--- src/rtl/regpair_sequencer.sv ---
// rtl/regpair_sequencer.sv - two-requester command sequencer driving a register pair
//
// Ports:
//   clk, reset                      clock, synchronous active-high reset
//   req_valid_k / req_ready_k       per-requester command handshake (k = 0, 1)
//   req_op_k                        00 NOP, 01 LOAD, 10 READ, 11 MOVE
//   req_sel_k                       target register (0 = register 1, 1 = register 2)
//   req_data_k                      LOAD payload
//   rsp_valid / rsp_id / rsp_data   one-cycle response pulse, no backpressure
//   busy                            high whenever the sequencer is not idle
//   write_enable_x, read_enable_x,
//   data_in_x                       register pair control (x = 1, 2)
//   data_out_x                      register pair read-back
module regpair_sequencer (
    input  logic       clk,
    input  logic       reset,
    input  logic       req_valid_0,
    input  logic       req_valid_1,
    input  logic [1:0] req_op_0,
    input  logic [1:0] req_op_1,
    input  logic       req_sel_0,
    input  logic       req_sel_1,
    input  logic [1:0] req_data_0,
    input  logic [1:0] req_data_1,
    output logic       req_ready_0,
    output logic       req_ready_1,
    output logic       rsp_valid,
    output logic       rsp_id,
    output logic [1:0] rsp_data,
    output logic       busy,
    output logic       write_enable_1,
    output logic       write_enable_2,
    output logic       read_enable_1,
    output logic       read_enable_2,
    output logic [1:0] data_in_1,
    output logic [1:0] data_in_2,
    input  logic [1:0] data_out_1,
    input  logic [1:0] data_out_2
);

    typedef enum logic [2:0] {
        IDLE    = 3'd0,
        EXEC_WR = 3'd1,
        RD1     = 3'd2,
        RD2     = 3'd3,
        MV_WR   = 3'd4,
        RESP    = 3'd5
    } state_t;

    localparam logic [1:0] OP_NOP  = 2'b00;
    localparam logic [1:0] OP_LOAD = 2'b01;
    localparam logic [1:0] OP_READ = 2'b10;

    state_t     state;
    logic       ptr;
    logic [1:0] op_l;
    logic       sel_l;
    logic [1:0] data_l;
    logic       id_l;
    logic [1:0] cap;

    logic       any_valid;
    logic       g_id;
    logic [1:0] g_op;
    logic       g_sel;
    logic [1:0] g_data;
    logic [1:0] rd_val;

    // Round-robin pointer only matters when both requesters contend.
    assign any_valid = req_valid_0 | req_valid_1;
    assign g_id      = (req_valid_0 & req_valid_1) ? ptr : req_valid_1;
    assign g_op      = g_id ? req_op_1   : req_op_0;
    assign g_sel     = g_id ? req_sel_1  : req_sel_0;
    assign g_data    = g_id ? req_data_1 : req_data_0;
    assign rd_val    = sel_l ? data_out_2 : data_out_1;

    // Ready is the live grant, so it must stay combinational; reset masks it
    // so no command can be accepted on a reset edge.
    assign req_ready_0 = ~reset & (state == IDLE) & any_valid & ~g_id;
    assign req_ready_1 = ~reset & (state == IDLE) & any_valid &  g_id;
    assign busy        = (state != IDLE);

    always_ff @(posedge clk) begin
        if (reset) begin
            state          <= IDLE;
            ptr            <= 1'b0;
            op_l           <= 2'b00;
            sel_l          <= 1'b0;
            data_l         <= 2'b00;
            id_l           <= 1'b0;
            cap            <= 2'b00;
            write_enable_1 <= 1'b0;
            write_enable_2 <= 1'b0;
            read_enable_1  <= 1'b0;
            read_enable_2  <= 1'b0;
            data_in_1      <= 2'b00;
            data_in_2      <= 2'b00;
            rsp_valid      <= 1'b0;
            rsp_id         <= 1'b0;
            rsp_data       <= 2'b00;
        end else begin
            // Outputs describe the state being entered; anything not set
            // below returns to its idle value.
            write_enable_1 <= 1'b0;
            write_enable_2 <= 1'b0;
            read_enable_1  <= 1'b0;
            read_enable_2  <= 1'b0;
            data_in_1      <= 2'b00;
            data_in_2      <= 2'b00;
            rsp_valid      <= 1'b0;
            rsp_id         <= 1'b0;
            rsp_data       <= 2'b00;
            case (state)
                IDLE: begin
                    if (any_valid) begin
                        op_l   <= g_op;
                        sel_l  <= g_sel;
                        data_l <= g_data;
                        id_l   <= g_id;
                        ptr    <= ~g_id;
                        if (g_op == OP_NOP) begin
                            state     <= RESP;
                            rsp_valid <= 1'b1;
                            rsp_id    <= g_id;
                        end else if (g_op == OP_LOAD) begin
                            state <= EXEC_WR;
                            if (g_sel) begin
                                write_enable_2 <= 1'b1;
                                data_in_2      <= g_data;
                            end else begin
                                write_enable_1 <= 1'b1;
                                data_in_1      <= g_data;
                            end
                        end else begin
                            state         <= RD1;
                            read_enable_1 <= ~g_sel;
                            read_enable_2 <= g_sel;
                        end
                    end
                end
                EXEC_WR: begin
                    state     <= RESP;
                    rsp_valid <= 1'b1;
                    rsp_id    <= id_l;
                    rsp_data  <= data_l;
                end
                RD1: begin
                    state         <= RD2;
                    read_enable_1 <= ~sel_l;
                    read_enable_2 <= sel_l;
                end
                RD2: begin
                    cap <= rd_val;
                    if (op_l == OP_READ) begin
                        state     <= RESP;
                        rsp_valid <= 1'b1;
                        rsp_id    <= id_l;
                        rsp_data  <= rd_val;
                    end else begin
                        // MOVE writes the captured value into the other register.
                        state <= MV_WR;
                        if (sel_l) begin
                            write_enable_1 <= 1'b1;
                            data_in_1      <= rd_val;
                        end else begin
                            write_enable_2 <= 1'b1;
                            data_in_2      <= rd_val;
                        end
                    end
                end
                MV_WR: begin
                    state     <= RESP;
                    rsp_valid <= 1'b1;
                    rsp_id    <= id_l;
                    rsp_data  <= cap;
                end
                RESP: begin
                    state <= IDLE;
                end
                default: begin
                    state <= IDLE;
                end
            endcase
        end
    end

endmodule
--- config.mk ---
export PLATFORM = sky130hd
export DESIGN_NAME = regpair_sequencer
export DESIGN_NICKNAME = d
export VERILOG_FILES = /design/src/rtl/regpair_sequencer.sv
export SDC_FILE = /design/constraint.sdc
export NUM_CORES = 1
export LEC_CHECK = 0
export ABC_CLOCK_PERIOD_IN_PS = 4490
export BUFFER_PORTS_ARGS = -buffer_cell sky130_fd_sc_hd__buf_2
export CAP_MARGIN = 20
export CORE_MARGIN = 3
export CORE_UTILIZATION = 45
export DETAILED_ROUTE_END_ITERATION = 8
export GPL_TIMING_DRIVEN = 1
export PLACE_DENSITY = 0.81
export RECOVER_POWER = 25
export SLEW_MARGIN = 10
export SYNTH_ARGS = -nofsm -noshare
export SYNTH_HDL_FRONTEND = slang
export SYNTH_SLANG_ARGS = --single-unit
--- constraint.sdc ---
create_clock -name clk -period 4.49 [get_ports clk]
set_clock_uncertainty 0.05 [all_clocks]
set_input_delay 0.449 -clock clk [delete_from_list [all_inputs] [get_ports clk]]
set_output_delay 0.449 -clock clk [all_outputs]
set_load 0.05 [all_outputs]
* Word level (Yosys, flattened, before mapping) *
Cells that the tools add are included.

storage, ports and cells
  register bits after elaboration = 24
  input port bits = 18
  output and inout bits = 15
  logic and storage cells = 94

operators by class
  mux-type cells = 56
  bitwise gates (word level) = 10
  reductions and logical operators = 5
  equal/unequal tests = 7

operator list
  cell                  number
  $mux W2               17
  $mux W1               27
  $pmux W3 S4           1
  $pmux W1 S2           4
  $pmux W2 S2           2
  $eq A3 B2 Y1 const B  2
  $mux W3               2
  $pmux W1 S3           2
  $pmux W2 S3           1
  $and A1 B1 Y1         5
  $not A1 Y1            4
  $eq A3 B1 Y1 const B  1
  $eq A3 B3 Y1 const B  1
  $logic_not A3 Y1      1
  $reduce_bool A3 Y1    1
  $eq A2 B1 Y1 const B  1
  $eq A2 B2 Y1 const B  1
  $logic_not A2 Y1      1
  $ne A2 B2 Y1 const B  1
  $reduce_and A2 Y1     1
  $reduce_or A2 Y1      1
  $or A1 B1 Y1          1

* Logic depth before layout (Yosys ltp) *
  depth in word-level cells = 8
  depth in mapped cells = 6
  depth with buffers taken out = 4

* Worst setup path after synthesis *
OpenSTA, ideal clock, no wires.

  path kind = input to output
  from = input req_valid_0
  to = output req_ready_0
  data arrival time = 2.002 ns
  cell stages on the path = 3
  path slack = 1.989 ns
  path buffers = 0
  required time = 3.991 ns
  path through = nor2b_1 > nor2_2 > nor3_1

between the ends
  cells in the longest elaborated chain, start to end = 4
  elaborated cells on any way between the ends = 6

RTL lines
  element          RTL line  text
  from (decl)      17        input logic req_valid_0,
  $and A1 B1 Y1    71        assign g_id = (req_valid_0 & req_valid_1) ? ptr : req_valid_1;
  $mux W1          71
  $not A1 Y1       79        assign req_ready_0 = ~reset & (state == IDLE) & any_valid & ~g_id;
  $and A1 B1 Y1 *  79
  to (decl)        25        output logic req_ready_0,

Mark *: on every way between the ends. The rest lies on a longest branch, timed or not.

* Worst setup path after layout *
  from = register state[1]
  to = output req_ready_1

between the ends
  cells in the longest elaborated chain, start to end = 4

RTL lines
  element                      RTL line  text
  from (decl)                  54        state_t state;
  from (signal assigned)       85        state <= IDLE;
  from (signal assigned)       122       state <= RESP;
  from (signal assigned)       126       state <= EXEC_WR;
  $logic_not A3 Y1             80        assign req_ready_1 = ~reset & (state == IDLE) & any_valid & g_id;
  $and A1 B1 Y1 (3 in series)  80
  to (decl)                    26        output logic req_ready_1,

Every way passes these cells.

==> run_results.csv <==
group,metric,value,unit
setup_path,required,3990,ps
grt,grt_max_degree,16,
yosys,synth_nets,160,
floorplanning,core,2500,sq um
cts,cts_buffers,3,
yosys,synth_compound_area_share,26.52,%
yosys,synth_top_cell_by_area,"dfxtp_1",
placed_design,gp_congestion,0.8652,
setup_path,cp-end-kind,"primary output",
cts,cts.sinks,24,
power,p_int,406.8,uW
cells_and_area,layout-drive-gt1-share,18.71,%
cells_and_area,fill_cells,227,
sta,finalSetupViolCount,0,
cells_and_area,final_util,55.51,%
cells_and_area,antennaDiodeCount,0,
setup_path,crit_fanout,11,
outcome,outcome,"complete, no violations",
floorplanning,fp.dieW,57.50,microns
cts,cts_max_level,1,
cells_and_area,area_delta_synth_final,16.25,%
yosys,synth_area_leaders,"dfxtp_1, a21oi_1, nand2b_1",
cells_and_area,seq_area,480.5,sq um
drt,wirelength,2.862,mm
cts,cts-root-buf,"clkbuf_4",
floorplanning,std_cell_rows,18,
grt,antenna_found_initial,0,
setup_path,startpoint,"state[1]",
yosys,synth_simple_gate_area_share,26.42,%
sta,slew_headroom,60.59,%
sta,min_period_over_period,56.70,%
power,swShare,37.98,%
yosys,synth_top_family_by_area,"compound AO/OA/AOI/OAI gates",
yosys,synthXorXnorAreaFrac,0,%
setup_path,endpoint,"req_ready_1",
power,p_clk_share,23.8,%
yosys,synthMuxAreaShare,1.677,%
power,seqPwrFrac,42.0,%
cts,insertion_delay,310,ps
sta,tightest_slew,589.0,ps
grt,grt_pass1_wl,4.685,mm
sta,rsz0062_at_grt,"false",
placed_design,dp_hpwl,2.200,mm
yosys,synth_area_per_cell,8.406,sq um
yosys,yosys.area_share.adder,0,%
setup_path,critical_path_class,"flip-flop to primary output",
sta,hold_viol,0,
floorplanning,num_io_pins,33,
grt,grt_pass1_vias,1039,
power,netSwitchingPower,249.1,uW
placed_design,numPortBuffers,32,
sta,period_minus_slack,2546,ps
placed_design,place_inst,197,
floorplanning,die_h,57.50,microns
yosys,synth_cell_type_count,41,
yosys,synth_seq_cells,24,
yosys,synth_top_area_share,40.25,%
yosys,yosysSeqAreaShare,40.25,%
setup_path,reg2reg_from,"state[1]",
hold_path,hold_class,"input pin to flip-flop",
floorplanning,start_util,47.75,%
yosys,synth_area,1194,sq um
drt,first_iter_violations,42,
drt,dr.pass1.iters,4,
grt,grt.total_usage,17.90,%
drt,vias,1166,
sta,fmax,392.8,MHz
yosys,yosys_warnings,0,
cts,postCtsSetupBuffers,0,
yosys,synthCells,142,
cells_and_area,fin_cells,201,
sta,fin_tns_setup,0,ps
grt,overflow,0,
cts,cts_tree,"built",
power,power_frac_comb,34.2,%
run,max-cap-violations,0,
setup_path,cp.arrival,2050,ps
power,fin_total_pwr,655.9,uW
setup_path,cp-start-kind,"flip-flop",
cts,clk_path_buf_depth,2,
power,leakage,0.0005530,uW
setup_path,ff2ff_path_depth,4,
drt,drcViolationCount,0,
power,power_density,472.7,nW/um^2
drt,wl_per_cell,14.24,microns
cts,post_cts_resized,0,
cells_and_area,multi_input_area,644.4,sq um
sta,slew_viol_final,0,
floorplanning,fp.dieArea,3306,sq um
drt,ant_nets,0,
setup_path,rrSetupSlack,2280,ps
drt,avgViaCountPerCell,5.801,
cells_and_area,final_nets,190,
cts,holdBufCountCts,0,
cts,cts.clk_slew.worst_paths,130,ps
power,vdd_drop_max,0.2273,mV
setup_path,r2r-end,"data_in_1[0]",
==> stage by stage <==
step | cell area (sq um) | hold slack [ps] | setup WS [ps]
after floorplan | 1194 | 386.3 | 1989
after global placement | 1351 | 394.8 | 2450
after detailed placement | 1351 | 426.5 | 2410
after CTS | 1404 | 352.6 | 2134
after global routing | 1388 | 363.1 | 1780
final | 1388 | 356.9 | 1944
==> power by group through the flow <==
stage	Combinational (uW)	Sequential (uW)	Clock, uW
after floorplan	170	287	0
final	224	275	156
after detailed placement	226	280	0
after CTS	227	275	158
after global routing	245	281	167
after global placement	221	278	0
==> placed cells by master (no fill, tap or decap), types with 3 or more instances in the layout <==
master and count:
a211oi_1 5, a21oi_1 13, a22oi_1 3, and2_1 6, buf_2 25, clkbuf_1 7
clkbuf_4 3, dfxtp_1 24, inv_1 4, nand2_1 13, nand2b_1 10, nor2_1 11
nor2b_1 3, nor3_1 3, o21ai_0 6, o32ai_1 4
==> worst min path at each step <==
stage | startpoint | endpoint | slack, ps | cells after the start
floorplan | id_l | id_l | 390 | 2
global placement | id_l | id_l | 390 | 2
detailed placement | id_l | id_l | 430 | 2
CTS | data_out_1[1] | data_in_2[1] | 350 | 3
global route | data_out_1[0] | data_in_2[0] | 360 | 3
finish | data_out_1[1] | data_in_2[1] | 360 | 3
==> synth_stat cells, drive strengths merged <==
cell type / count
a31oi: 2
nand3b: 2
a21oi: 13
o22ai: 2
nor3: 3
o32ai: 4
o221ai: 1
or3: 2
o31ai: 2
a21o: 2
a22oi: 3
nor4b: 2
mux2i: 2
nor4: 1
o21ai: 7
nand4: 1
dfxtp: 24
inv: 5
nand2b: 10
nor2: 11
o211ai: 1
o21a: 1
o2bb2ai: 1
nand2: 13
and2: 6
a211oi: 5
o211a: 1
nor2b: 3
or4: 1
clkbuf: 3
a2111oi: 1
a311oi: 1
and3: 1
and3b: 1
buf: 4
==> cell families after synthesis <==
kind of cell | count (synthesis)
flops | 24
compound gates | 47
mux | 2
buf+inv | 12
simple gates | 57
==> critical path, stage by stage (launching register included) <==
cell     delay (ps)
dfxtp_1         460
nor3_1          440
o21ai_0         340
nor3_1          210
buf_2           290
==> routing by layer <==
metal  routed length, microns  vias to the layer above  share of wire [%]  GRT usage [%]
met1                     1168                      542                 41          22.98
met2                     1464                       44                 51          30.65
met4                       48                        0                1.7          6.623
met3                      180                        4                6.3          2.036
met5                        0                        -                  0              0
li1                         -                      576                  -              -
==> registers in the layout, summed over array words and instances (netlist names), 2 cells and up <==
signal,cells
state,3
cap,2
data_in_1,2
data_in_2,2
data_l,2
op_l,2
rsp_data,2
==> layout make-up <==
class | instances | area share, %
Timing Repair Buffer | 32 | 10.91
Clock inverter | 1 | 2.164
Multi-Input combinational cell | 106 | 46.44
Clock buffer | 3 | 1.623
Inverter | 5 | 1.533
Tap cell | 30 | 2.705
Sequential cell | 24 | 34.63
Note: power is estimated with default switching activity, not from simulation.
